===== config.mk =====
export PLATFORM = sky130hd
export DESIGN_NAME = sliding_window_gen
export DESIGN_NICKNAME = d
export VERILOG_FILES = /design/src/rtl/sliding_window_gen_pkg.sv /design/src/rtl/sliding_window_gen_line_buffer.sv /design/src/rtl/sliding_window_gen.sv
export SDC_FILE = /design/constraint.sdc
export NUM_CORES = 2
export LEC_CHECK = 0
export ABC_AREA = 1
export CORE_MARGIN = 2
export CORE_UTILIZATION = 51
export DETAILED_ROUTE_END_ITERATION = 8
export PLACE_DENSITY = 0.79
export SLEW_MARGIN = 5
export SYNTH_ARGS = -nofsm -noshare
export SYNTH_HDL_FRONTEND = slang
export SYNTH_HIERARCHICAL = 1
export SYNTH_SLANG_ARGS = --single-unit

===== constraint.sdc =====
create_clock -name clk -period 12.7 [get_ports clk]
set_input_delay 3.81 -clock clk [delete_from_list [all_inputs] [get_ports clk]]
set_output_delay 3.81 -clock clk [all_outputs]
set_load 0.03 [all_outputs]

===== src/rtl/sliding_window_gen_pkg.sv =====
// rtl/sliding_window_gen_pkg.sv - shared types and helpers for the sliding-window generator
package sliding_window_gen_pkg;

  typedef enum logic [1:0] {
    S_IDLE  = 2'd0,
    S_RUN   = 2'd1,
    S_FLUSH = 2'd2,
    S_DRAIN = 2'd3
  } state_e;

  // Bounded loop so the helper stays usable in constant and synthesis contexts.
  function automatic int clog2(input int n);
    int r;
    r = 0;
    for (int i = 0; i < 31; i++) begin
      if ((1 << i) < n) r = i + 1;
    end
    return r;
  endfunction

  function automatic int win_idx(input int r, input int c, input int k);
    return r * k + c;
  endfunction

endpackage


===== src/rtl/sliding_window_gen_line_buffer.sv =====
// rtl/sliding_window_gen_line_buffer.sv - DIM-deep circular line delay, one shared read/write pointer
// dout is the value written DIM enables ago; contents are never cleared.
module sliding_window_gen_line_buffer
  import sliding_window_gen_pkg::*;
#(
  parameter int W   = 8,
  parameter int DIM = 32
) (
  input  logic         clk,
  input  logic         rst,
  input  logic         en,
  input  logic [W-1:0] din,
  output logic [W-1:0] dout
);

  localparam int AW = clog2(DIM);

  logic [W-1:0]  mem_q [DIM];
  logic [AW-1:0] ptr_q, ptr_d;

  assign dout  = mem_q[ptr_q];
  assign ptr_d = (ptr_q == AW'(DIM - 1)) ? '0 : ptr_q + 1'b1;

  always_ff @(posedge clk or posedge rst) begin
    if (rst)     ptr_q <= '0;
    else if (en) ptr_q <= ptr_d;
  end

  always_ff @(posedge clk) begin
    if (en) mem_q[ptr_q] <= din;
  end

endmodule


===== src/rtl/sliding_window_gen.sv =====
// rtl/sliding_window_gen.sv - KxK sliding-window generator over a DIMxDIM raster frame
// SWIN_ZERO_PAD_EN: same-size zero-padded output (DIM*DIM windows); default is valid-only output.
module sliding_window_gen
  import sliding_window_gen_pkg::*;
#(
  parameter int W   = 8,
  parameter int K   = 5,
  parameter int DIM = 32
) (
  input  logic                    clk,
  input  logic                    rst,
  input  logic                    start,
  input  logic                    in_valid,
  output logic                    in_ready,
  input  logic [W-1:0]            in_data,
  output logic                    out_valid,
  input  logic                    out_ready,
  output logic [K*K*W-1:0]        out_win,
  output logic [clog2(DIM)-1:0]   out_x,
  output logic [clog2(DIM)-1:0]   out_y,
  output logic                    busy,
  output logic                    frame_done
);

  localparam int H    = K / 2;
  localparam int CW   = clog2(DIM);
  localparam int XW   = CW + 1;
  localparam int NPIX = DIM * DIM;
`ifdef SWIN_ZERO_PAD_EN
  localparam int OFF  = H * DIM + H;
  localparam int PW   = clog2(NPIX + OFF + 1);
`else
  localparam int PW   = clog2(NPIX + 1);
`endif

  state_e              state_q, state_d;
  logic [PW-1:0]       p_q, p_d;
  logic [XW-1:0]       px_q, px_d, py_q, py_d;
  logic [W-1:0]        taps_q [K][K];
  logic [W-1:0]        taps_d [K][K];
  logic [W-1:0]        lb_in  [K-1];
  logic [W-1:0]        lb_out [K-1];
  logic                out_valid_q, out_valid_d;
  logic [K*K*W-1:0]    win_q, win_d, win_new;
  logic [CW-1:0]       ox_q, ox_d, oy_q, oy_d;
  logic [CW-1:0]       ccx, ccy;
  logic [W-1:0]        pix;
  logic                adv, emit, last_in;

  assign in_ready = (state_q == S_RUN) && (!out_valid_q || out_ready);
  assign pix      = (state_q == S_RUN) ? in_data : '0;
  assign last_in  = (p_q == PW'(NPIX - 1));

`ifdef SWIN_ZERO_PAD_EN
  logic [CW-1:0] cx_q, cx_d, cy_q, cy_d;
  logic          flush_last;
  assign flush_last = (p_q == PW'(NPIX + OFF - 1));
  assign adv  = (in_ready && in_valid) || (state_q == S_FLUSH && (!out_valid_q || out_ready));
  assign emit = (p_q >= PW'(OFF));
  assign ccx  = cx_q;
  assign ccy  = cy_q;
`else
  assign adv  = in_ready && in_valid;
  assign emit = (px_q >= XW'(K - 1)) && (py_q >= XW'(K - 1));
  assign ccx  = CW'(px_q - XW'(H));
  assign ccy  = CW'(py_q - XW'(H));
`endif

  // Line buffer i delays by (i+1) rows and feeds the rightmost column of tap row K-2-i.
  assign lb_in[0] = pix;
  for (genvar i = 0; i < K - 1; i++) begin : g_lb
    if (i > 0) begin : g_chain
      assign lb_in[i] = lb_out[i-1];
    end
    sliding_window_gen_line_buffer #(.W(W), .DIM(DIM)) u_lb (
      .clk  (clk),
      .rst  (rst),
      .en   (adv),
      .din  (lb_in[i]),
      .dout (lb_out[i])
    );
  end

  always_comb begin
    for (int r = 0; r < K; r++) begin
      for (int c = 0; c < K - 1; c++) taps_d[r][c] = taps_q[r][c+1];
    end
    for (int r = 0; r < K - 1; r++) taps_d[r][K-1] = lb_out[K-2-r];
    taps_d[K-1][K-1] = pix;
  end

  always_ff @(posedge clk) begin
    if (adv) taps_q <= taps_d;
  end

  // Masking by centre coordinate also removes row-wrapped neighbours and stale buffer data.
  always_comb begin
    logic [XW-1:0] sx, sy;
    win_new = '0;
    sx      = '0;
    sy      = '0;
    for (int r = 0; r < K; r++) begin
      for (int c = 0; c < K; c++) begin
        sx = {1'b0, ccx} + XW'(c);
        sy = {1'b0, ccy} + XW'(r);
        if (sx >= XW'(H) && sx < XW'(DIM + H) && sy >= XW'(H) && sy < XW'(DIM + H))
          win_new[win_idx(r, c, K)*W +: W] = taps_d[r][c];
      end
    end
  end

  always_comb begin
    state_d    = state_q;
    frame_done = 1'b0;
    unique case (state_q)
      S_IDLE:  if (start) state_d = S_RUN;
`ifdef SWIN_ZERO_PAD_EN
      S_RUN:   if (adv && last_in) state_d = S_FLUSH;
      S_FLUSH: if (adv && flush_last) state_d = S_DRAIN;
`else
      S_RUN:   if (adv && last_in) state_d = S_DRAIN;
`endif
      S_DRAIN: begin
        if (!out_valid_q) begin
          state_d    = S_IDLE;
          frame_done = 1'b1;
        end
      end
      default: state_d = S_IDLE;
    endcase
  end

  always_comb begin
    p_d  = p_q;
    px_d = px_q;
    py_d = py_q;
`ifdef SWIN_ZERO_PAD_EN
    cx_d = cx_q;
    cy_d = cy_q;
`endif
    if (state_q == S_IDLE && start) begin
      p_d  = '0;
      px_d = '0;
      py_d = '0;
`ifdef SWIN_ZERO_PAD_EN
      cx_d = '0;
      cy_d = '0;
`endif
    end else if (adv) begin
      p_d = p_q + 1'b1;
      if (px_q == XW'(DIM - 1)) begin
        px_d = '0;
        py_d = py_q + 1'b1;
      end else begin
        px_d = px_q + 1'b1;
      end
`ifdef SWIN_ZERO_PAD_EN
      if (emit) begin
        if (cx_q == CW'(DIM - 1)) begin
          cx_d = '0;
          cy_d = cy_q + 1'b1;
        end else begin
          cx_d = cx_q + 1'b1;
        end
      end
`endif
    end
  end

  // adv is only possible when the output stage is empty or draining, so a held window is never overwritten.
  always_comb begin
    out_valid_d = out_valid_q && !out_ready;
    win_d       = win_q;
    ox_d        = ox_q;
    oy_d        = oy_q;
    if (adv && emit) begin
      out_valid_d = 1'b1;
      win_d       = win_new;
      ox_d        = ccx;
      oy_d        = ccy;
    end
  end

  always_ff @(posedge clk or posedge rst) begin
    if (rst) begin
      state_q     <= S_IDLE;
      p_q         <= '0;
      px_q        <= '0;
      py_q        <= '0;
      out_valid_q <= 1'b0;
      win_q       <= '0;
      ox_q        <= '0;
      oy_q        <= '0;
`ifdef SWIN_ZERO_PAD_EN
      cx_q        <= '0;
      cy_q        <= '0;
`endif
    end else begin
      state_q     <= state_d;
      p_q         <= p_d;
      px_q        <= px_d;
      py_q        <= py_d;
      out_valid_q <= out_valid_d;
      win_q       <= win_d;
      ox_q        <= ox_d;
      oy_q        <= oy_d;
`ifdef SWIN_ZERO_PAD_EN
      cx_q        <= cx_d;
      cy_q        <= cy_d;
`endif
    end
  end

  assign out_valid = out_valid_q;
  assign out_win   = win_q;
  assign out_x     = ox_q;
  assign out_y     = oy_q;
  assign busy      = (state_q != S_IDLE);

endmodule


Yosys cells after proc, flatten, opt, wreduce, memory -nomap -nowiden
Memories as Yosys holds them, arrays and structs flattened.
Cells that the tools add are included.
W data, S select, Z words.
{"block": "op_classes", "n_addsub": 17, "magnitude_cmp": 22, "n_eq_ne": 11, "muxes": 47, "n_reduce_logical": 71}
{"operator": "$mux W8", "count": 26}
{"operator": "$logic_and A1 B1 Y1", "count": 62}
{"operator": "$ge A6 B2 Y1 const B", "count": 8}
{"operator": "$lt A6 B6 Y1 const B", "count": 8}
{"operator": "$mux W6", "count": 6}
{"operator": "$add A5 B2 Y6 const B", "count": 4}
{"operator": "$mux W11", "count": 2}
{"operator": "$add A5 B1 Y5 const B", "count": 4}
{"operator": "$eq A5 B5 Y1 const B", "count": 4}
{"operator": "$mux W5", "count": 4}
{"operator": "$add A5 B1 Y6 const B", "count": 2}
{"operator": "$add A5 B3 Y6 const B", "count": 2}
{"operator": "$add A6 B1 Y6 const B", "count": 2}
{"operator": "$ge A6 B3 Y1 const B", "count": 2}
{"operator": "$lt A5 B6 Y1 const B", "count": 2}
{"operator": "$add A11 B1 Y11 const B", "count": 1}
{"operator": "$eq A11 B10 Y1 const B", "count": 1}
{"operator": "$ge A5 B2 Y1 const B", "count": 2}
{"operator": "$sub A5 B2 Y5 const B", "count": 2}
{"operator": "$eq A6 B5 Y1 const B", "count": 1}
{"operator": "$mux W2", "count": 3}
{"operator": "$pmux W2 S3", "count": 1}
{"operator": "$reduce_bool A2 Y1", "count": 3}
{"operator": "$mux W1", "count": 5}
{"operator": "other kinds (9)", "count": 11}
{"block": "totals", "ff_bits": 416, "mem_bits_rw": 1024, "input_bits": 13, "mem_count": 4}
{"memory": "g_lb[0].u_lb.mem_q", "words": 32, "width": 8, "rd": 1, "rd_clocked_by_memory_dff": 0, "wr": 1, "line_no": "sliding_window_gen_line_buffer.sv:18", "text": "logic [W-1:0] mem_q [DIM];"}
{"memory": "g_lb[1].u_lb.mem_q", "words": 32, "width": 8, "rd": 1, "rd_clocked_by_memory_dff": 0, "wr": 1, "line_no": "sliding_window_gen_line_buffer.sv:18"}
{"memory": "g_lb[2].u_lb.mem_q", "words": 32, "width": 8, "rd": 1, "rd_clocked_by_memory_dff": 0, "wr": 1, "line_no": "sliding_window_gen_line_buffer.sv:18"}
{"memory": "g_lb[3].u_lb.mem_q", "words": 32, "width": 8, "rd": 1, "rd_clocked_by_memory_dff": 0, "wr": 1, "line_no": "sliding_window_gen_line_buffer.sv:18"}

Logic depth before layout (Yosys ltp)
{"block": "depth", "word_depth": 7, "mapped_depth": 17}

Hierarchy
Netlist, hierarchy kept.
{"module": "sliding_window_gen_line_buffer at g_lb[0].u_lb ...", "instances": 3, "cells_per_inst": 1207, "area_each_um2": 11730.0}
{"module": "sliding_window_gen", "instances": 1, "cells_per_inst": 1678, "area_each_um2": 16585.9}
{"module": "sliding_window_gen_line_buffer at g_lb[1].u_lb", "instances": 1, "cells_per_inst": 1207, "area_each_um2": 11727.5}

Least setup slack after synthesis
OpenSTA, ideal clock, no wires.
{"block": "synth_timing", "kind": "input to output", "from": "input port out_ready", "to": "output port in_ready", "arrival_time_ps": 4070, "setup_slack_ps": 4820, "cell_stages": 2, "path_buffers": 0, "path_cell_list": "nor2_1 nor2_4"}
{"block": "synth_via", "elab_chain_len": 2}
{"item": "start, declared", "line_no": "sliding_window_gen.sv:17", "text": "input logic out_ready,"}
{"item": "$logic_or A1 B1 Y1", "line_no": "sliding_window_gen.sv:50", "text": "assign in_ready = (state_q == S_RUN) && (!out_valid_q || out_ready);"}
{"item": "$logic_and A1 B1 Y1", "line_no": "sliding_window_gen.sv:50"}
{"item": "end, declared", "line_no": "sliding_window_gen.sv:14", "text": "output logic in_ready,"}
No other way between the ends.

Final worst setup path
Ends and elaborated chain as after synthesis.

==> flow_metrics.py <==
metrics = {
    "run_status": {
        "outcome": "finished clean",
    },
    "sta": {
        "period_minus_slack_ns": 8.97,
        "finalMaxSlewViolations": 0,
        "skew_ns": 0.0282,
        "finalSetupViolations": 0,
        "worst_slack_ns": 3.73,
        "finalHoldViolCount": 0,
        "slew_headroom_pct": 16.1,
        "setup_tns_ns": 0,
        "grt_setup_unrepaired": "no",
        "post-route-period-util_pct": 70.6,
        "tightest_slew_ns": 1.25,
        "max_freq_mhz": 111,
    },
    "drt": {
        "firstDrtPassIters": 6,
        "viasPerCell": 5.21,
        "postRouteAntennaNets": 0,
        "drc": 0,
        "wl_per_cell_um": 18.0,
        "vias": 44000,
        "drt_iter0_markers": 5334,
        "wirelength_mm": 152,
    },
    "yosys": {
        "yosysWarnings": 6,
        "ys_types": 36,
        "yosys_register_bits": 1440,
        "yosys-top-cells-area": "edfxtp_1, nand2_1, dfrtp_1, inv_1, nand3_1",
        "synth_nets": 6567,
        "synth.top_cell.area_share_pct": 56.0,
        "ys_seq_area_share_pct": 66.1,
        "synth_top_area_cell": "edfxtp_1",
        "syn_area_um2": 63500,
        "syn_avg_cell_area_um2": 9.76,
        "syn_inst": 6506,
    },
    "critical_path": {
        "startpoint": "out_ready",
        "cp_top_family": "buffers and inverters",
        "crit_chain": "clkdlybuf4s50_1, nor2_1, nor2_4, clkdlybuf4s50_1",
        "r2r-start": "state_q[1]",
        "cp_data_arrival_time_ns": 5.16,
        "crit_path_frequent_cell": "clkdlybuf4s50_1",
        "path_buf_inv": 2,
        "reg2reg_slack_ns": 8.25,
        "reg2regPathDepth": 11,
        "critical_path.slowest_cell": "clkdlybuf4s50_1",
        "slowest_delay_ns": 0.68,
        "r2r_end": "out_win[106]",
        "crit_path_start_kind": "primary input",
        "cp.required_ns": 8.89,
        "cp_max_fo": 2,
        "setup.worst_path.class": "in -> out",
        "end_kind": "primary output",
    },
    "clocking": {
        "cts_buffer_depth": 3,
        "cts_resized": 0,
        "cts.sinks": 1440,
        "cts_tree": "yes",
        "cts_made_buffers": 147,
        "cts_max_level": 4,
        "clkLatencyLatePin_ns": 0.75,
        "clk_transition_reported_paths_ns": 0.06,
        "cts_root_buf": "clkbuf_16",
        "post_cts_buffers": 0,
        "cts_hold_buffers": 0,
    },
    "die": {
        "rows": 129,
        "coreArea_um2": 124000,
        "io_pins": 227,
        "die_w_um": 357,
        "start_util_pct": 51.4,
        "dieArea_um2": 127000,
        "die_h_um": 357,
    },
    "power": {
        "irDropWorstVdd_mv": 0.303,
        "p_leak_uw": 0.0323,
        "cellPowerDensity_nw_per_um2": 262,
    },
    "min_path": {
        "min_path_type": "reg -> reg",
        "holdPathStages": 0,
        "hp-start": "taps_d[97]",
        "whs_endpoint": "taps_d[105]",
    },
    "placement": {
        "dp_slack_ns": 3.72,
        "place_congestion": 0.882,
        "io_buffers": 226,
        "dp_hpwl_mm": 93.2,
        "place_area_um2": 66700,
    },
    "global_route": {
        "grt-ovfl-total": 0,
        "grt_first_pass_wirelength_mm": 234,
        "grt_pass1_vias": 42000,
        "antenna_found_initial": 3,
        "grt_usage_pct": 23.7,
        "grt_start_max_net_pins": 106,
    },
    "layout": {
        "drive_above_1_share_pct": 5.39,
        "syn_to_final_growth_pct": 12.4,
        "fill_cells": 9837,
        "final_cell_mix": "nand2_1, edfxtp_1, inv_1",
        "design_area_um2": 71400,
        "layout.nets": 6742,
        "final_common_cell": "nand2_1",
    },
    "job": {
        "maxCapViolCount": 0,
    },
}
-- report_power, final --
part | switching, µW | internal, µW | leakage (µW)
registers | 534 | 6970 | 0.0140
clock network | 1760 | 2390 | 0.00227
logic | 5270 | 1730 | 0.0160
total | 7570 | 11100 | 0.0323
-- how the worst max path moves through the flow --
| stage | end | slack (ns) | cells past startpoint |
|---|---|---|---|
| 3_3_place_gp | in_ready | 3.73 | 4 |
| 2_1_floorplan | out_valid | 2.42 | 1 |
| 6_report | in_ready | 3.73 | 4 |
| 5_1_grt | in_ready | 3.69 | 4 |
| 4_1_cts | in_ready | 3.72 | 4 |
| 3_5_place_dp | in_ready | 3.72 | 4 |
-- layout make-up --
type | count | area (µm²) | area share, %
Clock buffer | 205 | 4070 | 5.70
Multi-Input combinational cell | 3656 | 15600 | 21.9
Sequential cell | 1440 | 42000 | 58.8
Tap cell | 1637 | 2050 | 2.87
Timing Repair Buffer | 283 | 2690 | 3.77
Clock inverter | 66 | 578 | 0.810
Antenna cell | 2 | 5.00 | 0.00701
Inverter | 1153 | 4350 | 6.10
-- sequential cells by signal, summed over array words and instances, names as in the netlist --
signal	count
g_lb.u_lb/mem_q	1024
out_win	200
taps_d	160
g_lb.u_lb/ptr_q	20
p_q	11
px_q	6
py_q	6
out_x	5
out_y	5
state_q	2
out_valid	1
-- cell usage after synthesis --
library cell / instances
nor4_1: 1
nor2_1: 325
buf_6: 50
buf_2: 126
buf_1: 4
inv_1: 1117
buf_8: 4
nor3_1: 19
o2111ai_1: 1
clkbuf_1: 49
nor2_2: 28
nand2_2: 8
o31ai_1: 2
nand3_2: 1
dfrtp_1: 256
and3_1: 1
o22ai_1: 3
inv_2: 35
buf_4: 24
xor2_1: 9
nand3b_1: 81
nand3_1: 591
nor2_4: 2
a31oi_1: 1
o21ai_1: 51
o21a_1: 1
nand4_1: 7
ha_1: 48
a21oi_1: 15
edfxtp_1: 1184
nor3_2: 4
nand2_4: 2
a22o_1: 1
inv_4: 1
nand2_1: 2425
o21ai_0: 29
-- per-stage QoR --
stage                     hold WS [ns]  total power [µW]  std cells  utilization, %
after floorplan                  0.426             11700       6506               -
after global placement           0.428             14300       8169            53.9
after detailed placement         0.432             14500       8169            53.9
after CTS                        0.446             18700       8440            57.7
after global routing             0.455             19500       8440            57.7
final                            0.448             18700       8442            57.7
-- logic make-up after synthesis --
family          share of synthesized area, %
compound gates                         0.851
xor+xnor                               0.124
simple gates                            22.6
buf+inv                                 9.39
fa+ha+maj                              0.946
flops                                   66.1
-- routing by layer --
layer | up-vias | share of wire, % | GRT usage, % | wire [µm]
met5 | - | 0 | 0 | 0
met4 | 0 | 3.3 | 8.65 | 5050
met2 | 2107 | 46 | 38.0 | 70500
met3 | 301 | 10 | 4.08 | 15200
li1 | 20800 | - | - | -
met1 | 20800 | 40 | 32.6 | 61100
No activity file was read; power rests on OpenSTA's default activity.
